<file path="src/rtl/alu_pkg.sv">
// rtl/alu_pkg.sv - shared opcodes, flag indices and FSM states for seq_alu
package alu_pkg;

    localparam logic [2:0] OP_ADD = 3'b000;
    localparam logic [2:0] OP_SUB = 3'b001;
    localparam logic [2:0] OP_AND = 3'b010;
    localparam logic [2:0] OP_OR  = 3'b011;
    localparam logic [2:0] OP_XOR = 3'b100;
    localparam logic [2:0] OP_SHL = 3'b101;
    localparam logic [2:0] OP_SHR = 3'b110;
    localparam logic [2:0] OP_MUL = 3'b111;

    localparam int FLAG_N = 0;
    localparam int FLAG_Z = 1;
    localparam int FLAG_V = 2;
    localparam int FLAG_C = 3;

    typedef enum logic [1:0] {
        ST_IDLE = 2'd0,
        ST_MUL  = 2'd1,
        ST_DONE = 2'd2
    } alu_state_t;

endpackage

</file>
<file path="src/rtl/alu_mul_iter.sv">
// rtl/alu_mul_iter.sv - iterative shift-add multiplier, one multiplier bit per cycle
module alu_mul_iter
    import alu_pkg::*;
#(
    parameter int WIDTH     = 8,
    parameter int MUL_CNT_W = $clog2(WIDTH) + 1
) (
    input  logic                 clk,
    input  logic                 rstN,
    input  logic                 i_start,
    input  logic [WIDTH-1:0]     i_mcand,
    input  logic [WIDTH-1:0]     i_mplier,
    output logic                 o_done,
    output logic [2*WIDTH-1:0]   o_product
);

    logic [2*WIDTH-1:0]   r_mcand;
    logic [WIDTH-1:0]     r_mplier;
    logic [2*WIDTH-1:0]   r_acc;
    logic [MUL_CNT_W-1:0] r_cnt;
    logic                 r_busy;

    logic [2*WIDTH-1:0]   w_partial;
    logic [2*WIDTH-1:0]   w_acc_next;
    logic                 w_last;

    assign w_partial  = r_mplier[0] ? r_mcand : '0;
    assign w_acc_next = r_acc + w_partial;
    assign w_last     = (r_cnt == MUL_CNT_W'(WIDTH - 1));

    // o_product is the accumulator after the current iteration, so the caller
    // can capture the finished product on the same edge as the last step.
    assign o_done    = r_busy && w_last;
    assign o_product = w_acc_next;

    always_ff @(posedge clk) begin
        if (!rstN) begin
            r_mcand  <= '0;
            r_mplier <= '0;
            r_acc    <= '0;
            r_cnt    <= '0;
            r_busy   <= 1'b0;
        end else if (i_start) begin
            r_mcand  <= {{WIDTH{1'b0}}, i_mcand};
            r_mplier <= i_mplier;
            r_acc    <= '0;
            r_cnt    <= '0;
            r_busy   <= 1'b1;
        end else if (r_busy) begin
            r_acc    <= w_acc_next;
            r_mcand  <= r_mcand << 1;
            r_mplier <= r_mplier >> 1;
            r_cnt    <= r_cnt + MUL_CNT_W'(1);
            if (w_last) begin
                r_busy <= 1'b0;
            end
        end
    end

endmodule

</file>
<file path="src/rtl/seq_alu.sv">
// rtl/seq_alu.sv - registered WIDTH-bit ALU with NZVC flags and iterative multiply
module seq_alu
    import alu_pkg::*;
#(
    parameter int WIDTH     = 8,
    parameter int MUL_CNT_W = $clog2(WIDTH) + 1
) (
    input  logic             clk,
    input  logic             rstN,
    input  logic             inValid,
    output logic             inReady,
    input  logic [2:0]       control,
    input  logic [WIDTH-1:0] inputA,
    input  logic [WIDTH-1:0] inputB,
    output logic [WIDTH-1:0] result,
    output logic [3:0]       aluFlags,
    output logic             outValid
);

    alu_state_t           r_state;
    alu_state_t           w_state_next;
    logic [WIDTH-1:0]     r_result;
    logic [3:0]           r_flags;
    logic                 r_out_valid;

    logic                 w_accept;
    logic                 w_mul_start;
    logic                 w_mul_done;
    logic [2*WIDTH-1:0]   w_mul_prod;
    logic                 w_mul_fin;
    logic                 w_op_fin;

    logic [WIDTH:0]       w_sum;
    logic [WIDTH-1:0]     w_diff;
    logic [WIDTH-1:0]     w_op_res;
    logic                 w_op_c;
    logic                 w_op_v;
    logic [WIDTH-1:0]     w_fin_res;
    logic [3:0]           w_fin_flags;

    assign inReady     = (r_state == ST_IDLE);
    assign w_accept    = inValid && inReady;
    assign w_mul_start = w_accept && (control == OP_MUL);
    assign w_op_fin    = w_accept && (control != OP_MUL);
    assign w_mul_fin   = (r_state == ST_MUL) && w_mul_done;

    assign result   = r_result;
    assign aluFlags = r_flags;
    assign outValid = r_out_valid;

    alu_mul_iter #(
        .WIDTH     (WIDTH),
        .MUL_CNT_W (MUL_CNT_W)
    ) u_mul (
        .clk       (clk),
        .rstN      (rstN),
        .i_start   (w_mul_start),
        .i_mcand   (inputA),
        .i_mplier  (inputB),
        .o_done    (w_mul_done),
        .o_product (w_mul_prod)
    );

    always_comb begin
        w_sum    = {1'b0, inputA} + {1'b0, inputB};
        w_diff   = inputA - inputB;
        w_op_res = '0;
        w_op_c   = 1'b0;
        w_op_v   = 1'b0;
        case (control)
            OP_ADD: begin
                w_op_res = w_sum[WIDTH-1:0];
                w_op_c   = w_sum[WIDTH];
                w_op_v   = (inputA[WIDTH-1] == inputB[WIDTH-1]) &&
                           (w_sum[WIDTH-1] != inputA[WIDTH-1]);
            end
            OP_SUB: begin
                w_op_res = w_diff;
                w_op_c   = (inputA < inputB);
                w_op_v   = (inputA[WIDTH-1] != inputB[WIDTH-1]) &&
                           (w_diff[WIDTH-1] != inputA[WIDTH-1]);
            end
            OP_AND: w_op_res = inputA & inputB;
            OP_OR:  w_op_res = inputA | inputB;
            OP_XOR: w_op_res = inputA ^ inputB;
            OP_SHL: begin
                w_op_res = inputA << 1;
                w_op_c   = inputA[WIDTH-1];
            end
            OP_SHR: begin
                w_op_res = inputA >> 1;
                w_op_c   = inputA[0];
            end
            default: ;
        endcase
    end

    // Completion mux: a multiply finishing and a single-cycle accept are
    // mutually exclusive because accepts only happen in IDLE.
    always_comb begin
        w_fin_flags = '0;
        if (w_mul_fin) begin
            w_fin_res           = w_mul_prod[WIDTH-1:0];
            w_fin_flags[FLAG_C] = (w_mul_prod[2*WIDTH-1:WIDTH] != '0);
            w_fin_flags[FLAG_V] = 1'b0;
        end else begin
            w_fin_res           = w_op_res;
            w_fin_flags[FLAG_C] = w_op_c;
            w_fin_flags[FLAG_V] = w_op_v;
        end
        w_fin_flags[FLAG_N] = w_fin_res[WIDTH-1];
        w_fin_flags[FLAG_Z] = (w_fin_res == '0);
    end

    always_comb begin
        w_state_next = r_state;
        case (r_state)
            ST_IDLE: if (w_mul_start) w_state_next = ST_MUL;
            ST_MUL:  if (w_mul_done)  w_state_next = ST_DONE;
            ST_DONE: w_state_next = ST_IDLE;
            default: w_state_next = ST_IDLE;
        endcase
    end

    always_ff @(posedge clk) begin
        if (!rstN) begin
            r_state     <= ST_IDLE;
            r_result    <= '0;
            r_flags     <= '0;
            r_out_valid <= 1'b0;
        end else begin
            r_state     <= w_state_next;
            r_out_valid <= w_op_fin || w_mul_fin;
            if (w_op_fin || w_mul_fin) begin
                r_result <= w_fin_res;
                r_flags  <= w_fin_flags;
            end
        end
    end

endmodule

</file>
<file path="config.mk">
export PLATFORM = sky130hd
export DESIGN_NAME = seq_alu
export DESIGN_NICKNAME = d
export VERILOG_FILES = /design/src/rtl/alu_pkg.sv /design/src/rtl/alu_mul_iter.sv /design/src/rtl/seq_alu.sv
export SDC_FILE = /design/constraint.sdc
export NUM_CORES = 1
export LEC_CHECK = 0
export ABC_CLOCK_PERIOD_IN_PS = 3000
export CORE_ASPECT_RATIO = 1.2
export CORE_MARGIN = 2
export CORE_UTILIZATION = 47
export CTS_CLUSTER_SIZE = 10
export DETAILED_ROUTE_END_ITERATION = 10
export PLACE_DENSITY = 0.69
export SETUP_SLACK_MARGIN = 0.05
export SLEW_MARGIN = 20
export SYNTH_ARGS = -nofsm -noshare
export SYNTH_HDL_FRONTEND = slang
export SYNTH_SLANG_ARGS = --single-unit
</file>
<file path="constraint.sdc">
create_clock -name clk -period 3 [get_ports clk]
set_input_delay 0.3 -clock clk [delete_from_list [all_inputs] [get_ports clk]]
set_output_delay 0.3 -clock clk [all_outputs]
set_load 0.005 [all_outputs]
</file>
==> results of run 1 <==
sequential cells by signal, indices dropped and copies added (netlist names):
register	count
result	7
r_state	2
outValid	1
u_mul.r_mcand	16
u_mul.r_cnt	4
aluFlags	4
u_mul.r_busy	1
u_mul.r_acc	16
u_mul.r_mplier	8
cells in the mapped netlist, types with 3 or more instances:
library cell	number	area share, %
o21ai_0	23	2.5
nor2_1	55	4.5
nand2b_1	3	0.41
a22o_1	3	0.58
nand3b_1	4	0.66
fa_1	3	1.3
a31oi_1	8	1.1
xor2_1	6	1.2
nor2b_1	10	1.4
buf_2	9	0.99
a21boi_0	6	0.99
clkbuf_1	15	1.2
inv_1	28	2.3
a21oi_1	32	3.5
a221oi_1	5	0.96
xnor2_1	20	3.9
or4_1	3	0.50
nand3_1	8	0.88
o211ai_1	4	0.66
dfxtp_1	59	26
nor3_1	8	0.88
mux2i_1	43	9.5
and2_1	18	2.5
nand2_1	50	4.1
a21o_1	5	0.83
ha_1	40	11
o211a_1	17	3.7
a211oi_1	7	1.2
layer usage:
layer	track usage (%)	share of wire (%)	wire length (um)
met1	28.62	44	5158
met2	39.00	49	5772
met3	3.992	3.5	414
met4	8.406	2.7	316
met5	0	0	0
worst max-delay path by stage:
stage	start	to	cells after the start
global route	u_mul.r_mplier[0]	aluFlags[3]	10
finish	inputA[0]	aluFlags[1]	11
floorplan	u_mul.r_mplier[0]	aluFlags[3]	12
CTS	u_mul.r_mcand[0]	aluFlags[3]	11
detailed placement	inputA[0]	aluFlags[1]	12
global placement	inputA[0]	aluFlags[1]	12
critical path, cell delays in order:
cell	delay (ns)
clkdlybuf4s50_1	0.56
inv_1	0.10
ha_1	0.24
fa_1	0.44
mux4_2	0.47
mux2i_1	0.15
mux2i_1	0.12
nand3_1	0.13
nor3_2	0.05
and4b_1	0.20
a31o_1	0.20
cell type report:
class	instances	area share, %
repair buffers	71	11.39
clock buffers	10	4.298
multi-input cells	432	56.80
well taps	123	2.768
inverters	28	1.890
flip-flops and latches	59	21.26
clock inverters	6	1.598
power groups by stage:
stage | logic (uW) | registers, uW | clock network [uW]
after floorplan | 269 | 833 | 0
after global placement | 435 | 836 | 0
after detailed placement | 444 | 837 | 0
after CTS | 446 | 820 | 1140
after global routing | 495 | 822 | 1180
final | 451 | 820 | 1130
cell usage in the layout (no fill, tap or decap), types with 6 or more instances in the layout:
cell	count
clkdlybuf4s50_1	35
clkbuf_16	9
ha_1	40
nor2b_1	10
inv_1	28
nand3_1	8
o211a_1	17
a21oi_1	31
a21boi_0	6
xor2_1	6
dfxtp_1	58
mux2i_1	43
a31oi_1	8
o21ai_0	23
and2_1	18
nor2_1	55
nor3_1	7
xnor2_1	20
buf_4	35
nand2_1	50
what timing repair did:
| action | CTS | global route |
|---|---|---|
| gates resized for setup | 0 | 5 |
| endpoints found under the hold margin | 0 | 0 |
| endpoints found under the setup margin | 0 | 4 |
kinds of logic (layout without fill, tap and decap cells):
| family | after synthesis | after routing | share of synthesized area [%] |
|---|---|---|---|
| buf+inv | 56 | 115 | 5.037 |
| mux | 46 | 46 | 10.46 |
| compound gates | 142 | 142 | 22.54 |
| xor+xnor | 26 | 26 | 5.010 |
| flops | 59 | 59 | 25.98 |
| fa+ha+maj | 43 | 43 | 12.33 |
| simple gates | 175 | 175 | 18.64 |
stage by stage:
| step | TNS (ns) | area, um^2 | cells |
|---|---|---|---|
| floorplan | 0 | 4546 | 547 |
| global placement | -0.01766 | 5210 | 713 |
| detailed placement | -0.1219 | 5210 | 713 |
| CTS | 0 | 5538 | 729 |
| global route | 0 | 5560 | 729 |
| finish | 0 | 5560 | 729 |
==> flow_summary.yaml, run 1 <==
layout:
  syn2layout_area_growth_pct: 22.32
  utilization_pct: 58.74
  final-seq-area_mm2: 0.001182
  drive_gt1_share_pct: 11.55
  nets: 666
  multi_input_area_mm2: 0.003158
  antenna_cells: 0
  fillers: 871
cts:
  ctsRootBufferMaster: "clkbuf_16"
  cts_setup_buffers: 0
  cts_max_level: 3
  clk_pin_slew_ns: 0.05
  clk_latency_ns: 0.32
  cts_tree: "built"
  numCtsBuffers: 9
  cts_buffer_depth: 2
  holdBufCountCts: 0
  clock-sinks: 59
logic_synthesis:
  avgSynthCellArea_um2: 8.310
  synth_ff_type: "dfxtp_1"
  yosysUniqueCellTypes: 69
  synth_edf_count: 0
  seq_area_frac_synth_pct: 25.98
  async_flop_share_pct: 0
  synth_fp_nets: 612
  ys_ff_latch: 59
  netlist_area_mm2: 0.004546
  synthCells: 547
  yosys_warnings: 0
placed_design:
  dp_hpwl_um: 8898
  gp_congestion: 0.9742
  io_buffers: 35
  dp_slack_ns: -0.1082
global_route:
  antenna_found_initial: 0
  grt_max_degree: 48
  grt_use_total_pct: 22.87
  grt_pass1_wl_um: 19280
  grt.overflow.total: 0
  grt_pass1_vias: 4026
critical_path:
  r2r_setup_slack_ns: 0.26
  r2r_cells: 11
  crit_path_max_fanout: 3
  end_kind: "flop"
  worstReg2RegEnd: "aluFlags[3]"
  critPathArrivalTime_ns: 2.97
  r2r-start: "u_mul.r_mcand[0]"
  required_ns: 3.22
  worst-setup-path-type: "in -> reg"
  start_kind: "primary input"
sta:
  slew_headroom_pct: 50.06
  finalHoldViolations: 0
  worst_pin_slew_ns: 0.7491
  timing.hold.ws_ns: 0.4666
  fin_ws_ns: 0.2535
  fin_crit_ns: 2.746
  max_clock_freq_mhz: 364.1
  setup_viol: 0
  min_period_over_period_pct: 91.55
  grt_setup_unrepaired: "no"
  skew_ns: 0.002963
  drv_slew: 0
power_and_ir_drop:
  combinationalPowerShare_pct: 18.8
  sequentialPowerShare_pct: 34.2
  leakage_uw: 0.002478
  clockPowerShare_pct: 47.0
  power_per_cell_area_mw_per_mm2: 430.9
  internal_power_uw: 1770
  switching_share_pct: 26.11
  peakVddDrop_mv: 0.3259
  switchingPower_uw: 625.5
  fin_total_pwr_uw: 2396
worst_hold_path:
  holdCritPathClass: "reg -> reg"
  worstHoldEndpoint: "result[6]"
  hold_path_depth: 2
  min-delay-start: "result[6]"
floorplan:
  die_area_mm2: 0.01048
  die_h_um: 111.7
  core_area_mm2: 0.009467
  start_util_pct: 48.02
  fp-row-count: 39
  pin_count: 36
  die_x_um: 93.78
routing:
  drt_pass1_iterations: 5
  drc_errors: 0
  vias: 4111
  wire_per_inst_um: 16.00
  drtIter0Drc: 167
  ant_nets: 0
  wl_um: 11660
  via_per_inst: 5.639
job:
  cap_viol_max_count: 0
outcome:
  status: "finished clean"
No activity file was read; power rests on OpenSTA's default activity.
==> run 2, diff against run 1 <==
--- a/config.mk
+++ b/config.mk
@@ -12,7 +12,7 @@
 export CTS_CLUSTER_SIZE = 10
 export DETAILED_ROUTE_END_ITERATION = 10
 export PLACE_DENSITY = 0.69
-export SETUP_SLACK_MARGIN = 0.05
+export REMOVE_ABC_BUFFERS = 1
 export SLEW_MARGIN = 20
 export SYNTH_ARGS = -nofsm -noshare
 export SYNTH_HDL_FRONTEND = slang
==> run 2 against run 1 <==
Against the previous run: utilization is 0.15 points higher; clock skew up 0.0035 ns; sequential cell count unchanged; hold slack is essentially flat; fmax down 0.27%; sequential share of layout area fell by 0.053 points; critical path depth unchanged; register-to-register slack hardly changed; count of clock-buffer cells in the layout up 3; cell count up 1.2%; sequential power hardly changed; critical endpoint is now aluFlags[3]; largest cell class unchanged; highest routed layer unchanged.
==> flow_summary.yaml, run 2 (synthesis gave the netlist of run 1 again) <==
power_and_ir_drop:
  combinationalPowerShare_pct: 20.7
  fin_total_pwr_uw: 2269
  switchingPower_uw: 615.3
  peakVddDrop_mv: 0.2565
  clockPowerShare_pct: 43.2
  leakage_uw: 0.002510
  power_per_cell_area_mw_per_mm2: 407.1
  switching_share_pct: 27.11
  sequentialPowerShare_pct: 36.1
  internal_power_uw: 1654
cts:
  ctsRootBufferMaster: "clkbuf_16"
  holdBufCountCts: 0
  clock-sinks: 59
  cts_buffer_depth: 2
  cts_tree: "built"
  cts_max_level: 3
  clk_latency_ns: 0.34
  clk_pin_slew_ns: 0.05
  numCtsBuffers: 9
sta:
  setup_viol: 0
  grt_setup_unrepaired: "no"
  max_clock_freq_mhz: 363.1
  fin_ws_ns: 0.2461
  finalHoldViolations: 0
  worst_pin_slew_ns: 0.7134
  drv_slew: 0
  min_period_over_period_pct: 91.80
  fin_crit_ns: 2.754
  slew_headroom_pct: 52.44
  skew_ns: 0.006448
floorplan:
  die_h_um: 111.7
  die_x_um: 93.78
  start_util_pct: 48.02
  fp-row-count: 39
  pin_count: 36
  core_area_mm2: 0.009467
  die_area_mm2: 0.01048
placed_design:
  dp_slack_ns: -0.05355
  dp_hpwl_um: 8686
  gp_congestion: 0.9978
  io_buffers: 35
critical_path:
  required_ns: 3.20
  worst-setup-path-type: "reg -> reg"
  crit_path_max_fanout: 4
  start_kind: "flop"
  end_kind: "flop"
  critPathArrivalTime_ns: 2.96
  r2r_cells: 11
global_route:
  grt_pass1_vias: 4020
  grt.overflow.total: 0
  grt_max_degree: 48
  grt_use_total_pct: 22.70
  grt_pass1_wl_um: 19040
  antenna_found_initial: 0
routing:
  drt_pass1_iterations: 5
  ant_nets: 0
  drtIter0Drc: 180
  wl_um: 11460
  drc_errors: 0
  vias: 4160
  wire_per_inst_um: 15.53
  via_per_inst: 5.637
layout:
  nets: 676
  drive_gt1_share_pct: 12.20
  reg_top3: "u_mul.r_acc x16, u_mul.r_mcand x16, u_mul.r_mplier x8"
  antenna_cells: 0
  syn2layout_area_growth_pct: 22.63
  final_common_cell: "dfxtp_1"
  final_cell_mix: "dfxtp_1, nor2_1, nand2_1"
worst_hold_path:
  holdCritPathClass: "reg -> reg"
  hold_path_depth: 2
outcome:
  status: "finished clean"
job:
  cap_viol_max_count: 0
[run 2: path summary, 6_finish.rpt]
| kind | from | end | slack, ns |
|---|---|---|---|
| worst max-delay path | u_mul.r_mplier[0] | aluFlags[3] | 0.25 |
| worst min register to register | result[6] | result[6] | 0.47 |
| worst min-delay path | result[6] | result[6] | 0.47 |
| worst max register to register | u_mul.r_mplier[0] | aluFlags[3] | 0.25 |
[run 2: power by group through the flow]
stage	Clock, uW	Combinational [uW]	Sequential [uW]
6_report	981	469	819
5_1_grt	1030	511	821
4_1_cts	997	466	819
3_5_place_dp	0	464	835
3_3_place_gp	0	455	834
2_1_floorplan	0	238	841
[run 2: final cells by class]
class	instances	area [um^2]
Multi-Input combinational cell	432	3144
Timing Repair Buffer	81	708.2
Clock inverter	2	10.01
Tap cell	123	153.9
Sequential cell	59	1182
Fill cell	878	3892
Inverter	28	105.1
Clock buffer	13	270.3
[run 2: layer usage]
layer / track usage (%) / part of all wire [%]
met5: 0 / 0
met4: 10.63 / 2.5
met3: 4.060 / 3.4
met2: 39.86 / 52
met1: 26.34 / 42
[run 2: worst max-delay path, cell delays in order, from the launching register on]
cell      delay, ns
dfxtp_1        0.34
and2_1         0.15
ha_1           0.20
fa_1           0.45
a211oi_2       0.27
o21bai_1       0.12
a21oi_2        0.19
o21ai_1        0.11
xor2_1         0.19
a311o_1        0.30
nor4_2         0.16
a41oi_2        0.14
[run 2: what timing repair did]
item	CTS	global route
buffers inserted	0	0
gates resized for setup	0	2
endpoints found under the setup margin	0	2
[run 2: per-stage QoR]
step	util (%)	instances	hold WS [ns]	cell area, um^2	TNS (ns)
floorplan	-	519	0.4217	4422	-0.7421
global placement	55.83	723	0.4545	5285	-0.01208
detailed placement	55.83	723	0.4646	5285	-0.05355
CTS	58.79	738	0.4716	5565	0
global route	58.88	738	0.4926	5574	0
finish	58.88	738	0.4667	5574	0
==> run 3, diff against run 2 <==
--- a/config.mk
+++ b/config.mk
@@ -11,9 +11,10 @@
 export CORE_UTILIZATION = 47
 export CTS_CLUSTER_SIZE = 10
 export DETAILED_ROUTE_END_ITERATION = 10
-export PLACE_DENSITY = 0.69
+export PLACE_DENSITY = 0.79
 export REMOVE_ABC_BUFFERS = 1
 export SLEW_MARGIN = 20
 export SYNTH_ARGS = -nofsm -noshare
 export SYNTH_HDL_FRONTEND = slang
 export SYNTH_SLANG_ARGS = --single-unit
+export TNS_END_PERCENT = 1
==> run 3 against run 2 <==
Against the previous run: total power rose by 2.0%; register-to-register slack worse by 0.05 ns; global-route usage rose by 0.39 points; count of clock-buffer cells in the layout did not move; clock power rose by 5%; wire length is 1.5% higher; fmax is 2.4% lower; combinational power shrank 1%; critical path type is now in -> reg; largest cell class unchanged.
==> flow_summary.yaml, run 3 (synthesis gave the netlist of run 1 again) <==
outcome:
  status: "finished clean"
floorplan:
  fp-row-count: 39
  start_util_pct: 48.02
  die_h_um: 111.7
  die_x_um: 93.78
  core_area_mm2: 0.009467
  pin_count: 36
  die_area_mm2: 0.01048
cts:
  ctsRootBufferMaster: "clkbuf_16"
  cts_tree: "built"
  cts_max_level: 3
  clock-sinks: 59
  cts_setup_buffers: 0
  numCtsBuffers: 9
  holdBufCountCts: 0
  cts_buffer_depth: 2
  clk_latency_ns: 0.33
  clk_pin_slew_ns: 0.05
  cts_resized: 0
critical_path:
  end_kind: "flop"
  startpoint: "inputA[0]"
  worstReg2RegEnd: "aluFlags[3]"
  crit_path_max_fanout: 3
  r2r_setup_slack_ns: 0.20
  endpoint: "aluFlags[1]"
  start_kind: "primary input"
  critPathArrivalTime_ns: 3.10
  worst-setup-path-type: "in -> reg"
  r2r-start: "u_mul.r_mplier[0]"
  required_ns: 3.27
  r2r_cells: 11
layout:
  final_common_cell: "dfxtp_1"
  nets: 679
  syn2layout_area_growth_pct: 23.18
  fillers: 848
  reg_top3: "u_mul.r_acc x16, u_mul.r_mcand x16, u_mul.r_mplier x8"
  final_cell_mix: "dfxtp_1, nor2_1, nand2_1"
  antenna_cells: 0
  drive_gt1_share_pct: 12.46
placed_design:
  dp_hpwl_um: 8958
  io_buffers: 35
  gp_congestion: 0.9056
routing:
  wl_um: 11630
  drtIter0Drc: 202
  ant_nets: 0
  drc_errors: 0
  drt_pass1_iterations: 4
  wire_per_inst_um: 15.69
  vias: 4230
  via_per_inst: 5.709
sta:
  max_clock_freq_mhz: 354.5
  min_period_over_period_pct: 94.04
  worst_pin_slew_ns: 0.6966
  fin_crit_ns: 2.821
  tns_ns: 0
  finalHoldViolations: 0
  timing.hold.ws_ns: 0.4706
  skew_ns: 0.006095
  setup_viol: 0
  drv_slew: 0
  slew_headroom_pct: 53.56
  grt_setup_unrepaired: "no"
power_and_ir_drop:
  leakage_uw: 0.002524
  power_per_cell_area_mw_per_mm2: 413.5
  peakVddDrop_mv: 0.2849
job:
  cap_viol_max_count: 0
global_route:
  grt_pass1_vias: 4199
  grt_max_degree: 48
  grt_pass1_wl_um: 19310
  grt_use_total_pct: 23.09
  antenna_found_initial: 0
  grt.overflow.total: 0
worst_hold_path:
  holdCritPathClass: "reg -> reg"
==> run 3: metrics by stage <==
step | cells | worst slack (ns) | total power [uW] | instance area, um^2 | util (%)
global placement | 726 | 0.02136 | 1285 | 5295 | 55.93
detailed placement | 726 | -0.06994 | 1294 | 5295 | 55.93
global route | 741 | 0.008431 | 2407 | 5599 | 59.15
floorplan | 519 | -0.3316 | 1080 | 4422 | -
finish | 741 | 0.1788 | 2315 | 5599 | 59.15
CTS | 741 | 0.1119 | 2324 | 5590 | 59.05
==> run 3: worst max-delay path: stages <==
cell	delay [ns]
clkdlybuf4s50_1	0.50
inv_1	0.07
ha_1	0.24
fa_1	0.43
xor2_1	0.17
a221oi_1	0.38
a31oi_1	0.07
a211oi_1	0.22
a21oi_1	0.09
nor3_1	0.25
and4b_1	0.23
a31o_1	0.14
==> run 3: per-layer routing <==
layer | global-route usage [%] | up-vias | share of wire [%]
met3 | 4.398 | 44 | 3.5
li1 | - | 2087 | -
met5 | 0 | - | 0
met4 | 12.46 | 0 | 3.9
met2 | 42.71 | 107 | 54
met1 | 24.00 | 1992 | 39
==> run 3: worst min path at each step <==
stage              start    endpoint  slack, ns  cells past startpoint
6_report       result[6]   result[6]       0.47                      2
5_1_grt        result[6]   result[6]       0.49                      2
4_1_cts        result[3]   result[3]       0.48                      2
3_5_place_dp   result[3]   result[3]       0.47                      2
3_3_place_gp   result[6]   result[6]       0.46                      2
2_1_floorplan       rstN  r_state[1]       0.42                      1
==> run 3: power breakdown <==
group / switching, uW / leakage [uW] / internal (uW) / total, uW
Combinational: 238 / 0.00190 / 225 / 464
Sequential: 13.4 / 0.000479 / 807 / 820
Clock: 350 / 0.000146 / 682 / 1030
Total: 601 / 0.00252 / 1710 / 2320
==> run 3: area by class of cell <==
| cell class | instances | area [um^2] | area share, % |
|---|---|---|---|
| clock buffer | 13 | 260.3 | 4.648 |
| sequential | 59 | 1182 | 21.12 |
| timing repair buffer | 84 | 718.2 | 12.83 |
| multi-input combinational | 432 | 3144 | 56.16 |
| inverter | 28 | 105.1 | 1.877 |
| clock inverter | 2 | 35.03 | 0.6257 |
| tap | 123 | 153.9 | 2.749 |
